## src/rtl/spi_master_if.sv

```systemverilog
// Bus and handshake signals of the 16-bit SPI master.
// The master drives the serial lines; the slave side is the requester plus the SPI slave.
interface spi_master_if;
    logic        START;
    logic [15:0] TX_DATA;
    logic [15:0] RX_DATA;
    logic        BUSY;
    logic        DONE;
    logic        SCLK;
    logic        CS;
    logic        MOSI;
    logic        MISO;

    modport master (
        input  START, TX_DATA, MISO,
        output RX_DATA, BUSY, DONE, SCLK, CS, MOSI
    );

    modport slave (
        output START, TX_DATA, MISO,
        input  RX_DATA, BUSY, DONE, SCLK, CS, MOSI
    );
endinterface

```

## src/rtl/spi_master.sv

```systemverilog
// 16-bit LSB-first SPI master. SCLK idles low, and both sides shift on the SCLK rise.
// The first SCLK rise of a frame only synchronizes. CS stays low for 35*CLK_DIV cycles.
module spi_master #(
    parameter int CLK_DIV = 4,
    parameter int CS_GAP  = 2
) (
    input  logic         CLK,
    input  logic         RST_N,
    spi_master_if.master bus
);
    typedef enum logic [2:0] {IDLE, LEAD, XFER, TRAIL, GAP} state_t;

    localparam logic [7:0] DIV_LAST = 8'(CLK_DIV - 1);
    // The IDLE cycle that accepts a held START is also a CS-high cycle.
    // GAP therefore lasts one cycle less than CS_GAP.
    localparam logic [7:0] GAP_LAST = 8'((CS_GAP > 1) ? CS_GAP - 2 : 0);
    localparam logic [4:0] EDGE_MAX = 5'd16;

    state_t      state, state_d;
    logic [7:0]  hcnt, hcnt_d;
    logic [4:0]  edge_cnt, edge_cnt_d;
    logic [15:0] tx_sr, tx_sr_d, rx_sr, rx_sr_d, rx_data, rx_data_d;
    logic        sclk, sclk_d, cs, cs_d, mosi, mosi_d, busy, busy_d, done, done_d;
    logic        phase_end;

    assign phase_end = (hcnt == DIV_LAST);

    always_comb begin
        state_d    = state;
        hcnt_d     = hcnt + 8'd1;
        edge_cnt_d = edge_cnt;
        tx_sr_d    = tx_sr;
        rx_sr_d    = rx_sr;
        rx_data_d  = rx_data;
        sclk_d     = sclk;
        cs_d       = cs;
        mosi_d     = mosi;
        done_d     = 1'b0;
        case (state)
            IDLE: begin
                hcnt_d = 8'd0;
                if (bus.START) begin
                    state_d    = LEAD;
                    tx_sr_d    = bus.TX_DATA;
                    rx_sr_d    = 16'd0;
                    cs_d       = 1'b0;
                    mosi_d     = bus.TX_DATA[0];
                    edge_cnt_d = 5'd0;
                end
            end
            LEAD: begin
                if (phase_end) begin
                    hcnt_d  = 8'd0;
                    sclk_d  = 1'b1;
                    state_d = XFER;
                end
            end
            XFER: begin
                if (phase_end) begin
                    hcnt_d = 8'd0;
                    if (sclk) begin
                        sclk_d = 1'b0;
                        if (edge_cnt == EDGE_MAX) begin
                            state_d = TRAIL;
                        end else if (edge_cnt != 5'd0) begin
                            // Falling edge after rise k presents tx bit k.
                            mosi_d  = tx_sr[1];
                            tx_sr_d = {tx_sr[0], tx_sr[15:1]};
                        end
                    end else begin
                        sclk_d     = 1'b1;
                        edge_cnt_d = (edge_cnt == EDGE_MAX) ? EDGE_MAX : edge_cnt + 5'd1;
                        rx_sr_d    = {bus.MISO, rx_sr[15:1]};
                    end
                end
            end
            TRAIL: begin
                if (phase_end) begin
                    hcnt_d    = 8'd0;
                    cs_d      = 1'b1;
                    done_d    = 1'b1;
                    rx_data_d = rx_sr;
                    state_d   = GAP;
                end
            end
            GAP: begin
                if (hcnt == GAP_LAST) begin
                    hcnt_d  = 8'd0;
                    state_d = IDLE;
                end
            end
            default: state_d = IDLE;
        endcase
        busy_d = (state_d != IDLE);
    end

    always_ff @(posedge CLK or negedge RST_N) begin
        if (!RST_N) begin
            state    <= IDLE;
            hcnt     <= 8'd0;
            edge_cnt <= 5'd0;
            tx_sr    <= 16'd0;
            rx_sr    <= 16'd0;
            rx_data  <= 16'd0;
            sclk     <= 1'b0;
            cs       <= 1'b1;
            mosi     <= 1'b0;
            busy     <= 1'b0;
            done     <= 1'b0;
        end else begin
            state    <= state_d;
            hcnt     <= hcnt_d;
            edge_cnt <= edge_cnt_d;
            tx_sr    <= tx_sr_d;
            rx_sr    <= rx_sr_d;
            rx_data  <= rx_data_d;
            sclk     <= sclk_d;
            cs       <= cs_d;
            mosi     <= mosi_d;
            busy     <= busy_d;
            done     <= done_d;
        end
    end

    assign bus.SCLK    = sclk;
    assign bus.CS      = cs;
    assign bus.MOSI    = mosi;
    assign bus.BUSY    = busy;
    assign bus.DONE    = done;
    assign bus.RX_DATA = rx_data;
endmodule

```

## src/flat_wrapper.sv

```systemverilog
// flat-port wrapper written by rule: the top's interface ports become plain ports
module spi_master_flat 
#(
    parameter int CLK_DIV = 4,
    parameter int CS_GAP  = 2
)
  (CLK, RST_N, bus_START, bus_TX_DATA, bus_MISO, bus_RX_DATA, bus_BUSY, bus_DONE, bus_SCLK, bus_CS, bus_MOSI);
  spi_master_if bus_i ();
  input  logic CLK;
  input  logic RST_N;
  input wire logic [$bits(bus_i.START)-1:0] bus_START;
  input wire logic [$bits(bus_i.TX_DATA)-1:0] bus_TX_DATA;
  input wire logic [$bits(bus_i.MISO)-1:0] bus_MISO;
  output wire logic [$bits(bus_i.RX_DATA)-1:0] bus_RX_DATA;
  output wire logic [$bits(bus_i.BUSY)-1:0] bus_BUSY;
  output wire logic [$bits(bus_i.DONE)-1:0] bus_DONE;
  output wire logic [$bits(bus_i.SCLK)-1:0] bus_SCLK;
  output wire logic [$bits(bus_i.CS)-1:0] bus_CS;
  output wire logic [$bits(bus_i.MOSI)-1:0] bus_MOSI;
  assign bus_i.START = bus_START;
  assign bus_i.TX_DATA = bus_TX_DATA;
  assign bus_i.MISO = bus_MISO;
  assign bus_RX_DATA = bus_i.RX_DATA;
  assign bus_BUSY = bus_i.BUSY;
  assign bus_DONE = bus_i.DONE;
  assign bus_SCLK = bus_i.SCLK;
  assign bus_CS = bus_i.CS;
  assign bus_MOSI = bus_i.MOSI;
  spi_master #(.CLK_DIV(CLK_DIV), .CS_GAP(CS_GAP)) u_core (.CLK(CLK), .RST_N(RST_N), .bus(bus_i));
endmodule
```

## config.mk

```make
export PLATFORM = sky130hd
export DESIGN_NAME = spi_master_flat
export DESIGN_NICKNAME = d
export VERILOG_FILES = /design/src/rtl/spi_master_if.sv /design/src/rtl/spi_master.sv /design/src/flat_wrapper.sv
export SDC_FILE = /design/constraint.sdc
export NUM_CORES = 1
export LEC_CHECK = 0
export ABC_AREA = 1
export BUFFER_PORTS_ARGS = -buffer_cell sky130_fd_sc_hd__buf_4
export CAP_MARGIN = 15
export CORE_MARGIN = 10
export CORE_UTILIZATION = 45
export DETAILED_ROUTE_END_ITERATION = 7
export HOLD_SLACK_MARGIN = 0.06
export SLEW_MARGIN = 30
export SYNTH_ARGS = -nofsm -noshare
export SYNTH_HDL_FRONTEND = slang
export SYNTH_SLANG_ARGS = --single-unit
```

## constraint.sdc

```tcl
create_clock -name CLK -period 2.2 [get_ports CLK]
set_input_delay 0.33 -clock CLK [delete_from_list [all_inputs] [get_ports CLK]]
set_output_delay 0.33 -clock CLK [all_outputs]
set_load 0.05 [all_outputs]
```

# Yosys cells after proc, flatten, opt, wreduce, memory -nomap -nowiden
# Index checks and enable logic that the tools add are counted.
# totals
reg_bits	69
wordCells	80
# op_classes
add_sub_neg	2
n_eq_ne	14
n_mux	40
reduce_logical	13
# ops
cell	count
$mux 16	8
$pmux 16 s2	2
$pmux 8 s3	1
$mux 3	7
$mux 5	4
$mux 8	2
$pmux 3 s5	1
$mux 1	11
$ne 2x1->1 const B	5
$pmux 5 s2	1
$add 8x1->8 const B	1
$eq 8x2->1 const B	1
$logic_not 8->1	1
$eq 3x2->1 const B	2
$ne 2x2->1 const B	3
$pmux 1 s2	3
$reduce_and 3->1	2
$reduce_and 6->1	1
$reduce_bool 2->1	3
$add 5x1->5 const B	1
$eq 5x5->1 const B	1
$reduce_bool 5->1	1
$reduce_and 4->1	1
$eq 3x1->1 const B	1
other kinds (5)	5

# Depth between registers and ports, before layout
# Gate-level depths: netlist of run 1.
# logic_depth
word_depth	6
mapped_depth	9

# Worst setup path after synthesis of run 1
# Ideal clock, no wire load.
# synth_path
path_kind	flip-flop to flip-flop
start	register u_core.sclk (netlist: u_core.bus.SCLK)
end	register u_core.edge_cnt[0]
setup_time_ns	0.117
arrival_time_ns	1.532
slack_ns	0.551
path_stages_with_launch	9
period_less_slack_ns	1.649
path_cell_list	dfrtp_1 -> clkinv_1 -> nor2_2 -> inv_2 -> nand2_1 -> nor2_2 -> buf_6 -> nand2_1 -> nand2_1
# synth_via
elab_chain_len	2
# synth_rtl
item	line	text
start: declaration	spi_master.sv:23	logic sclk, sclk_d, cs, cs_d, mosi, mosi_d, busy, busy_d, done, done_d;
start signal: assignment	spi_master.sv:117	sclk <= sclk_d;
$ne 2x2->1 (no source line)	--	
$reduce_and 4->1 (no source line)	--	
end signal: assignment	spi_master.sv:113	edge_cnt <= edge_cnt_d;
end: declaration	spi_master.sv:21	logic [4:0] edge_cnt, edge_cnt_d;
# Every way passes these cells.
# A chain may end at the register's enable or synchronous reset.

# Worst setup path after layout of run 1
# layout_path
start	register u_core.state[0]
end	register u_core.tx_sr[3]
# layout_via
elab_chain_len	3
word_cells_on_any_way	10
cone_classes	eq/ne: 6; mux: 1; reduce/logical: 3
# layout_rtl
item	line	text
start: declaration	spi_master.sv:19	state_t state, state_d;
start signal: assignment	spi_master.sv:111	state <= state_d;
$eq 3x2->1 or $logic_not 3->1 (tied branches)	spi_master.sv:39	case (state)
$ne 2x1->1 (no source line), or another cell as far along	--	
$reduce_and 6->1 (no source line)	--	
end signal: assignment	spi_master.sv:114	tx_sr <= tx_sr_d;
end: declaration	spi_master.sv:22	logic [15:0] tx_sr, tx_sr_d, rx_sr, rx_sr_d, rx_data, rx_data_d;
# Several ways; a longest one is shown, not always the timed one.

==> metrics.txt, run 1 <==
sum of routed wire segments on met1 approximately 3700 µm; simple-gate area share of the yosys netlist 32.30%; unrepaired setup endpoints after global routing no; total number of yosys warnings 0; crit path capture type flip-flop; antenna violations before repair 0; slew at the pin with the worst max-slew slack approximately 0.54 ns; Critical Path Fanout Max 21; number of top-level design ports 41; Critical Path Stages 7; type of the worst setup path reg -> reg; xor and xnor area share after synthesis approximately 1.0%; number of H-tree branching levels 3; area of the core region ~0.0076 mm²; final number of setup-violating endpoints 0; number of cells on the worst reg-to-reg path 7; share of synthesized cell area in full adder, half adder and majority cells 1.439%; power density relative to cell area slightly below 600 mW/mm²; first-pass GRT wire length 13020 µm; maximum number of pins on one net before global-route repair between 40 and 50; routed wire length approximately 7800 µm; Period Utilization, post-route a little under nine tenths; overall routing resource usage 13.86%; vias roughly 2900; sequential-to-total area share from yosys stat 48.96%; Peak supply drop between 300 and 400 µV; final-layout setup total negative slack 0 ns; CTS tree built; number of global-route vias before repair ~2700; Synth Cell Area 0.003478 mm²; overall overflow remaining after global route 0; CTS Buf Count 9; DR vias/cell between 5 and 6; instance count of the mapped netlist about 420; DRC errors left 0; Die Ht roughly 110 µm; mux cell area share after synthesis 0%; clock latency at the later pin of the worst-skew pair between 0.3 and 0.4 ns; min-delay worst type in -> reg; Leak between 2 and 2.5 nW; clock transition at the register clock pins on the worst setup and hold paths after CTS roughly 0.070 ns; number of distinct library cells after synthesis 31; deepest clock path buffer count 2; Initial Utilization a little under half; fmax about 530 MHz; number of buffers inserted to repair setup after CTS 0; Layout Cell Area excl Fill 0.004026 mm²; Final Slew Violations 0; layout cell share with drive strength beyond 1 a little under a fifth; Sink Count 68; flip-flop and latch count after synthesis slightly below 70; required time of the critical path 2.48 ns; die width roughly 110 µm; Worst Setup Start Kind flip-flop; number of inserted diodes 0; Routed met3 length around 360 µm; area overhead of the layout relative to synthesis 15.76%; status finished, final reports clean; Post-Syn Nets between 400 and 500; area occupied by registers between 0.0015 and 0.002 mm²; Max stage delay cell, worst path sky130_fd_sc_hd__dfrtp_1; instance area at placement 0.003817 mm²; number of rows in the core area 32; Top delay family on crit path simple AND/OR/NAND/NOR gates; highest metal layer used by the detailed router met4; Critical Path, Cell by Cell inv_2, nand3_4, inv_4, nand2_4, nand3_4, nand2_1, nand2_1; Iteration-0 DRC Markers 165; worst hold path stage count 3; buffers and inverters on the worst path 2; hold violation total from the final report 0; count of filler cells inserted in the layout 712; area fraction in compound gates after synthesis 6.835%; post-route minimum period around 1.9 ns; iteration count of the initial detailed-routing pass 4; Port Buffer Count 40; arrival time reported for the critical path endpoint around 2.2 ns; main combinational cell family by area after synthesis simple AND/OR/NAND/NOR gates; worst hold-check slack 0.2467 ns; gpl congestion between 0.8 and 0.9; setup clock skew after layout 0.009756 ns; wire length on met2 3621 µm; tightest slew margin relative to the limit between 60% and 70%; area of the multi-input gates between 0.001 and 0.0015 mm²; net count of the finished layout between 400 and 500; estimated wirelength of the detail-placed design between 5000 and 6000 µm; number of violations of the max-capacitance limit 0; Post-Syn Area per Cell 8.382 µm²; Die ar. about 0.012 mm²; Detail Route Antenna Nets 0; root buffer selected by CTS sky130_fd_sc_hd__clkbuf_8; slowest cell delay on critical path about 0.43 ns; average wire length per cell after detail routing between 10 and 15 µm
flip-flops by register name, indices dropped and copies added, names as in the netlist:
name and cells:
u_core.bus.BUSY 1, u_core.bus.CS 1, u_core.bus.DONE 1, u_core.bus.RX_DATA 16
u_core.bus.SCLK 1, u_core.edge_cnt 5, u_core.hcnt 8, u_core.rx_sr 16
u_core.state 3, u_core.tx_sr 16
layout by cell type, fill, tap and decap left out, drive strengths merged:
cell type	instances
nand2	128
dfrtp	67
nand4	50
buf	49
inv	41
o21ai	40
nor2	25
nand3	23
clkbuf	13
xor2	4
ha	4
a31oi	2
a21oi	2
o211ai	2
bufinv	2
nor3	2
clkinv	1
nand3b	1
dlygate4sd3	1
dfstp	1
routing by layer:
layer,GRT usage (%),vias to the layer above
li1,-,1452
met1,18.34,1377
met2,20.90,48
met3,4.192,8
met4,5.153,0
met5,0,-
synthesized netlist by cell type, drive strengths merged:
master  instances  share of area, %
xor2            4               1.0
nand3b          1              0.22
ha              4               1.4
nor3            2              0.43
a21oi           2              0.29
dfrtp          67                48
dfstp           1              0.76
buf            21               4.7
o211ai          2              0.43
a31oi           2              0.36
nand2         128                15
nand4          50               9.0
clkinv          1              0.11
inv            41               4.5
o21ai          40               5.8
clkbuf          1              0.11
nand3          23               4.2
nor2           25               3.3
cell type report:
class / instances / area share [%]
clock buffers: 13 / 3.449
clock inverters: 2 / 1.492
inverters: 42 / 3.978
multi-input cells: 283 / 35.92
flip-flops and latches: 68 / 42.29
well taps: 102 / 3.170
repair buffers: 50 / 9.695
power by group:
part | switching [mW] | internal (mW)
clock | 0.449 | 0.635
combinational | 0.0328 | 0.0279
sequential | 0.00256 | 1.25
per-stage QoR:
stage	setup WS, ns	instances	utilization [%]	power [mW]
floorplan	0.5512	415	-	1.285
global placement	0.3790	544	50.18	1.342
detailed placement	0.3054	544	50.18	1.343
CTS	0.3138	560	52.93	2.434
global route	0.1118	560	52.93	2.495
finish	0.3150	560	52.93	2.401
cell families after synthesis:
kind of cell,count (synthesis)
simple gates,229
flops,68
buf+inv,64
compound gates,46
xor+xnor,4
fa+ha+maj,4
worst reg2reg max path, delay by kind of cell (launching register included):
| family | cells | cell delay [ns] |
|---|---|---|
| buf+inv | 2 | 0.59 |
| simple gates | 5 | 0.82 |
| flops | 1 | 0.43 |
path summary, 6_finish.rpt:
kind / from / end / slack, ns
setup / recovery: u_core.state[0]$_DFF_PN0_ / u_core.tx_sr[3]$_DFFE_PN0P_ / 0.32
hold / removal: bus_MISO / u_core.rx_sr[15]$_DFFE_PN0P_ / 0.25
setup reg to reg: u_core.state[0]$_DFF_PN0_ / u_core.tx_sr[3]$_DFFE_PN0P_ / 0.32
hold reg to reg: u_core.edge_cnt[4]$_DFFE_PN0P_ / u_core.edge_cnt[4]$_DFFE_PN0P_ / 0.47
max in group asynchronous: RST_N / u_core.tx_sr[8]$_DFFE_PN0P_ / 1.15
min in group asynchronous: RST_N / u_core.bus.DONE$_DFF_PN0_ / 0.50
timing repair:
| item | 4_1_cts | 5_1_grt |
|---|---|---|
| hold buffers | 1 | 0 |
| gates resized for setup | 0 | 0 |
| hold endpoints to repair | 39 | 0 |
(Power assumes the default switching activity.)
==> inputs of run 2 (changes only) <==
--- a/config.mk
+++ b/config.mk
@@ -8,8 +8,10 @@
 export ABC_AREA = 1
 export BUFFER_PORTS_ARGS = -buffer_cell sky130_fd_sc_hd__buf_4
 export CAP_MARGIN = 15
+export CORE_ASPECT_RATIO = 1.75
 export CORE_MARGIN = 10
 export CORE_UTILIZATION = 45
+export CTS_BUF_LIST = sky130_fd_sc_hd__clkbuf_8
 export DETAILED_ROUTE_END_ITERATION = 7
 export HOLD_SLACK_MARGIN = 0.06
 export SLEW_MARGIN = 30
==> metrics.txt, run 2 (synthesized netlist as in run 1, its figures left out) <==
status finished, final reports clean (unchanged); hold violation total from the final report 0 (unchanged); instance area at placement 0.003787 mm² (was 0.003817 mm²); Period Utilization, post-route 84.74% (was 85.68%); most frequent standard cell in the layout excluding fill and tap cells sky130_fd_sc_hd__nand2_1 (unchanged); Critical Path Fanout Max 21 (unchanged); iteration count of the initial detailed-routing pass 4 (unchanged); number of buffers inserted to repair setup after CTS 0 (unchanged); root buffer selected by CTS sky130_fd_sc_hd__clkbuf_8 (unchanged); Sink Count 68 (unchanged); Final Slew Violations 0 (unchanged); Detail Route Antenna Nets 0 (unchanged); slowest cell delay on critical path 0.43 ns (about the same); layout cell share with drive strength beyond 1 19.17% (was 18.56%); crit path capture type flip-flop (unchanged); overall routing resource usage 14.35% (was 13.86%); CTS resizes 0 (unchanged); antenna violations before repair 0 (unchanged); Peak supply drop 455.4 µV (was 378.3 µV); clock latency at the later pin of the worst-skew pair 0.36 ns (was 0.35 ns); Initial Utilization 45.97% (was 45.72%); net count of the finished layout 478 (unchanged); Port Buffer Count 40 (unchanged); final core area utilization 53.69% (was 52.93%); DR vias/cell 5.267 (was 5.152); slew at the pin with the worst max-slew slack 0.5319 ns (was 0.5389 ns); first-pass GRT wire length 13750 µm (was 13020 µm); Max stage delay cell, worst path sky130_fd_sc_hd__dfrtp_1 (unchanged); FF-to-FF setup slack 0.34 ns (was 0.32 ns); clock transition at the register clock pins on the worst setup and hold paths after CTS 0.08 ns (was 0.07 ns); Layout Cell Area excl Fill 0.004063 mm² (was 0.004026 mm²); arrival time reported for the critical path endpoint 2.16 ns (was 2.17 ns); final-layout setup total negative slack 0 ns (unchanged); fmax 536.4 MHz (was 530.5 MHz); CTS Buf Count 9 (unchanged); number of top-level design ports 41 (unchanged); type of the worst setup path reg -> reg (unchanged); maximum number of pins on one net before global-route repair 40 (was 42); Critical Path, Cell by Cell inv_2, nand3_4, inv_4, nand2_4, nand3_4, nand2_1, nand2_1 (unchanged); number of violations of the max-capacitance limit 0 (unchanged); Top delay family on crit path simple AND/OR/NAND/NOR gates (unchanged); gpl congestion 0.8288 (was 0.8059); min-delay worst type in -> reg (unchanged); average wire length per cell after detail routing 14.77 µm (was 13.86 µm); number of H-tree branching levels 3 (unchanged); post-route minimum period 1.864 ns (was 1.885 ns); required time of the critical path 2.50 ns (was 2.48 ns); Die ar. 0.01178 mm² (was 0.01165 mm²); setup clock skew after layout 0.008495 ns (was 0.009756 ns); overall overflow remaining after global route 0 (unchanged); DRC errors left 0 (unchanged); Iteration-0 DRC Markers 163 (was 165); buffers and inverters on the worst path 2 (unchanged); CTS hold repair buffers 1 (unchanged); estimated wirelength of the detail-placed design 5589 µm (was 5391 µm); area of the core region 0.007567 mm² (was 0.007607 mm²); tightest slew margin relative to the limit 64.41% (was 64.07%); CTS tree built (unchanged); Worst Setup Start Kind flip-flop (unchanged); vias 2881 (was 2885); Leak 2.133 nW (was 2.095 nW); deepest clock path buffer count 2 (unchanged); die width 86.46 µm (was 107.9 µm); number of rows in the core area 42 (was 32); routed wire length 8078 µm (was 7759 µm); Die Ht 136.3 µm (was 107.9 µm); number of global-route vias before repair 2908 (was 2656); leading cell types in the layout, fill and taps excluded sky130_fd_sc_hd__nand2_1 (121), sky130_fd_sc_hd__dfrtp_1 (67), sky130_fd_sc_hd__nand4_1 (50) (unchanged); final number of setup-violating endpoints 0 (unchanged); power density relative to cell area 663.7 mW/mm² (was 596.3 mW/mm²); unrepaired setup endpoints after global routing no (unchanged); number of inserted diodes 0 (unchanged); area overhead of the layout relative to synthesis 16.80% (was 15.76%)
## run 2: cell types whose count changed in the layout (fill, tap and decap cells not counted)
cell | before | now
sky130_fd_sc_hd__clkbuf_1 | 4 | 0
sky130_fd_sc_hd__bufinv_16 | 2 | 4
sky130_fd_sc_hd__inv_1 | 35 | 37
sky130_fd_sc_hd__buf_12 | 1 | 0
sky130_fd_sc_hd__buf_4 | 48 | 49
sky130_fd_sc_hd__clkbuf_8 | 9 | 10
## run 2: per-stage QoR
step / hold WS (ns) / instances / total power, mW / worst slack, ns
final: 0.2495 / 547 / 2.696 / 0.3358
after CTS: 0.2370 / 547 / 2.726 / 0.3211
after detailed placement: 0.3346 / 530 / 1.344 / 0.3621
after global routing: 0.2540 / 547 / 2.765 / 0.1131
after global placement: 0.3317 / 530 / 1.343 / 0.3947
after floorplan: 0.03441 / 415 / 1.285 / 0.5512
## run 2: per-layer routing
layer,global-route usage (%),wire [µm]
met1,16.59,3453
met2,23.97,4158
met3,3.775,318
met4,6.510,148
met5,0,0
## run 2: cell type report
class / instances / area, µm²
Sequential cell: 68 / 1703
Fill cell: 744 / 3505
Clock buffer: 10 / 137.6
Clock inverter: 6 / 127.6
Inverter: 42 / 160.2
Multi-Input combinational cell: 283 / 1446
Timing Repair Buffer: 50 / 377.9
Tap cell: 88 / 110.1
## run 2: worst register-to-register path, cell delays in order (launching register included)
cell and delay (ns):
sky130_fd_sc_hd__dfrtp_1 0.43, sky130_fd_sc_hd__inv_2 0.29, sky130_fd_sc_hd__nand3_4 0.22, sky130_fd_sc_hd__inv_4 0.28, sky130_fd_sc_hd__nand2_4 0.21, sky130_fd_sc_hd__nand3_4 0.24
sky130_fd_sc_hd__nand2_1 0.08, sky130_fd_sc_hd__nand2_1 0.06
## run 2: worst paths after layout
| path | depth (start not counted) | endpoint | start |
|---|---|---|---|
| min in group asynchronous | 2 | u_core.hcnt[5]$_DFF_PN0_ | RST_N |
| setup / recovery | 7 | u_core.tx_sr[4]$_DFFE_PN0P_ | u_core.state[0]$_DFF_PN0_ |
| setup reg to reg | 7 | u_core.tx_sr[4]$_DFFE_PN0P_ | u_core.state[0]$_DFF_PN0_ |
| max in group asynchronous | 3 | u_core.bus.RX_DATA[13]$_DFFE_PN0P_ | RST_N |
| hold reg to reg | 2 | u_core.tx_sr[13]$_DFFE_PN0P_ | u_core.tx_sr[13]$_DFFE_PN0P_ |
| hold / removal | 3 | u_core.rx_sr[15]$_DFFE_PN0P_ | bus_MISO |
## run 2: power breakdown
group	total (mW)	internal (mW)	switching (mW)
sequential	1.26	1.25	0.00264
clock	1.38	0.891	0.487
combinational	0.0617	0.0279	0.0338
==> inputs of run 3 (changes only) <==
==> constraint.sdc (replaced) <==
create_clock -name CLK -period 1.8 [get_ports CLK]
set_input_delay 0.27 -clock CLK [delete_from_list [all_inputs] [get_ports CLK]]
set_output_delay 0.27 -clock CLK [all_outputs]
set_load 0.05 [all_outputs]
==> metrics.txt, run 3 (synthesized netlist as in run 1, its figures left out) <==
arrival time reported for the critical path endpoint 1.86 ns (was 2.16 ns); tightest slew margin relative to the limit 65.93% (was 64.41%); area of the core region 0.007567 mm² (unchanged); Die ar. 0.01178 mm² (unchanged); slew at the pin with the worst max-slew slack 0.5111 ns (was 0.5319 ns); number of inserted diodes 0 (unchanged); Worst Setup Start Kind flip-flop (unchanged); final worst setup slack 0.1715 ns (was 0.3358 ns); root buffer selected by CTS sky130_fd_sc_hd__clkbuf_8 (unchanged); Initial Utilization 45.97% (unchanged); Critical Path Fanout Max 18 (was 21); clock transition at the register clock pins on the worst setup and hold paths after CTS 0.07 ns (was 0.08 ns); overall routing resource usage 14.30% (was 14.35%); buffers and inverters on the worst path 1 (was 2); Max stage delay cell, worst path sky130_fd_sc_hd__dfrtp_1 (unchanged); Die Ht 136.3 µm (unchanged); most frequent standard cell in the layout excluding fill and tap cells sky130_fd_sc_hd__nand2_1 (unchanged); power density relative to cell area 675.6 mW/mm² (was 663.7 mW/mm²); overall overflow remaining after global route 0 (unchanged); number of global-route vias before repair 2981 (was 2908); layout cell share with drive strength beyond 1 19.70% (was 19.17%); Period Utilization, post-route 90.47% (was 84.74%); deepest clock path buffer count 2 (unchanged); final number of setup-violating endpoints 0 (unchanged); routed wire length 7963 µm (was 8078 µm); estimated wirelength of the detail-placed design 5656 µm (was 5589 µm); count of filler cells inserted in the layout 737 (was 744); crit path capture type flip-flop (unchanged); status finished, final reports clean (unchanged); unrepaired setup endpoints after global routing no (unchanged); worst slack at placement 0.1786 ns (was 0.3621 ns); required time of the critical path 2.04 ns (was 2.50 ns); fmax 614.1 MHz (was 536.4 MHz); average wire length per cell after detail routing 14.48 µm (was 14.77 µm); type of the worst setup path reg -> reg (unchanged); hold violation total from the final report 0 (unchanged); Peak supply drop 503.3 µV (was 455.4 µV); leading cell types in the layout, fill and taps excluded sky130_fd_sc_hd__nand2_1 (121), sky130_fd_sc_hd__dfrtp_1 (67), sky130_fd_sc_hd__buf_4 (52) (was sky130_fd_sc_hd__nand2_1 (121), sky130_fd_sc_hd__dfrtp_1 (67), sky130_fd_sc_hd__nand4_1 (50)); Detail Route Antenna Nets 0 (unchanged); FF-to-FF setup slack 0.17 ns (was 0.34 ns); final-layout setup total negative slack 0 ns (unchanged); clock latency at the later pin of the worst-skew pair 0.35 ns (was 0.36 ns); vias 2893 (was 2881); maximum number of pins on one net before global-route repair 41 (was 40); setup clock skew after layout 0.008071 ns (was 0.008495 ns); first-pass GRT wire length 13770 µm (was 13750 µm); net count of the finished layout 482 (was 478); Port Buffer Count 40 (unchanged); die width 86.46 µm (unchanged); number of top-level design ports 41 (unchanged); post-route minimum period 1.628 ns (was 1.864 ns); number of violations of the max-capacitance limit 0 (unchanged); Iteration-0 DRC Markers 125 (was 163); Critical Path, Cell by Cell ha_1, inv_1, nor2_2, nand2_4, nand2_8, nand3_4, nand2_1, nand2_1 (was inv_2, nand3_4, inv_4, nand2_4, nand3_4, nand2_1, nand2_1); DR vias/cell 5.260 (was 5.267); Leak 2.114 nW (was 2.133 nW); CTS hold repair buffers 1 (unchanged); number of rows in the core area 42 (unchanged); Final Slew Violations 0 (unchanged); number of buffers inserted to repair setup after CTS 0 (unchanged); gpl congestion 0.8388 (was 0.8288); number of H-tree branching levels 3 (unchanged); area overhead of the layout relative to synthesis 15.25% (was 16.80%); CTS Buf Count 9 (unchanged); slowest cell delay on critical path 0.38 ns (was 0.43 ns); antenna violations before repair 0 (unchanged); min-delay worst type in -> reg (unchanged); iteration count of the initial detailed-routing pass 4 (unchanged); CTS tree built (unchanged); area of the multi-input gates 0.001446 mm² (unchanged); Top delay family on crit path simple AND/OR/NAND/NOR gates (unchanged); CTS resizes 0 (unchanged); Most Frequent Cell on Critical Path sky130_fd_sc_hd__nand2_1; DRC errors left 0 (unchanged); Sink Count 68 (unchanged); area occupied by registers 0.001703 mm² (unchanged)
-- run 3: changes by cell type in the layout (fill, tap and decap cells not counted), sizes merged --
cell / change
clkinv: +2
clkbuf: +1
buf: +4
bufinv: -4
-- run 3: per-stage QoR --
step	area (µm²)	instances	power, mW	hold slack (ns)	utilization [%]
4_1_cts	4009	550	2.753	0.1890	52.98
3_3_place_gp	3830	534	1.641	0.2311	50.61
5_1_grt	4009	550	2.819	0.2252	52.98
3_5_place_dp	3830	534	1.641	0.2308	50.61
2_1_floorplan	3478	415	1.571	-0.02559	-
6_report	4009	550	2.709	0.1959	52.98
-- run 3: report_power, final --
part | leakage, nW | switching [mW] | internal, mW
registers | 0.848 | 0.00291 | 1.53
logic | 1.17 | 0.0401 | 0.0342
clock network | 0.0976 | 0.545 | 0.553
-- run 3: area by class of cell --
class                   count  share of cell area [%]
inverters                  42                   3.995
multi-input cells         283                   36.08
clock inverters             4                  0.4370
flip-flops and latches     68                   42.48
clock buffers              11                   3.777
well taps                  88                   2.747
repair buffers             54                   10.49
-- run 3: worst min-delay path, stage by stage --
cell                      delay (ns)
sky130_fd_sc_hd__buf_4          0.08
sky130_fd_sc_hd__nand4_1        0.08
sky130_fd_sc_hd__o21ai_1        0.07
-- run 3: final timing paths --
| check | from | to | depth (start not counted) |
|---|---|---|---|
| worst max register to register | u_core.hcnt[1]$_DFF_PN0_ | u_core.tx_sr[14]$_DFFE_PN0P_ | 8 |
| worst min-delay path | bus_MISO | u_core.rx_sr[15]$_DFFE_PN0P_ | 3 |
| worst min register to register | u_core.tx_sr[15]$_DFFE_PN0P_ | u_core.tx_sr[15]$_DFFE_PN0P_ | 2 |
| max in group asynchronous | RST_N | u_core.bus.CS$_DFFE_PN1P_ | 3 |
| worst max-delay path | u_core.hcnt[1]$_DFF_PN0_ | u_core.tx_sr[14]$_DFFE_PN0P_ | 8 |
| min in group asynchronous | RST_N | u_core.hcnt[6]$_DFF_PN0_ | 2 |
-- run 3: per-layer routing --
metal,global-route usage [%],wire [µm],up-vias
li1,-,-,1457
met1,15.95,3362,1364
met4,6.148,143,0
met5,0,0,-
met3,4.134,372,12
met2,24.46,4084,60
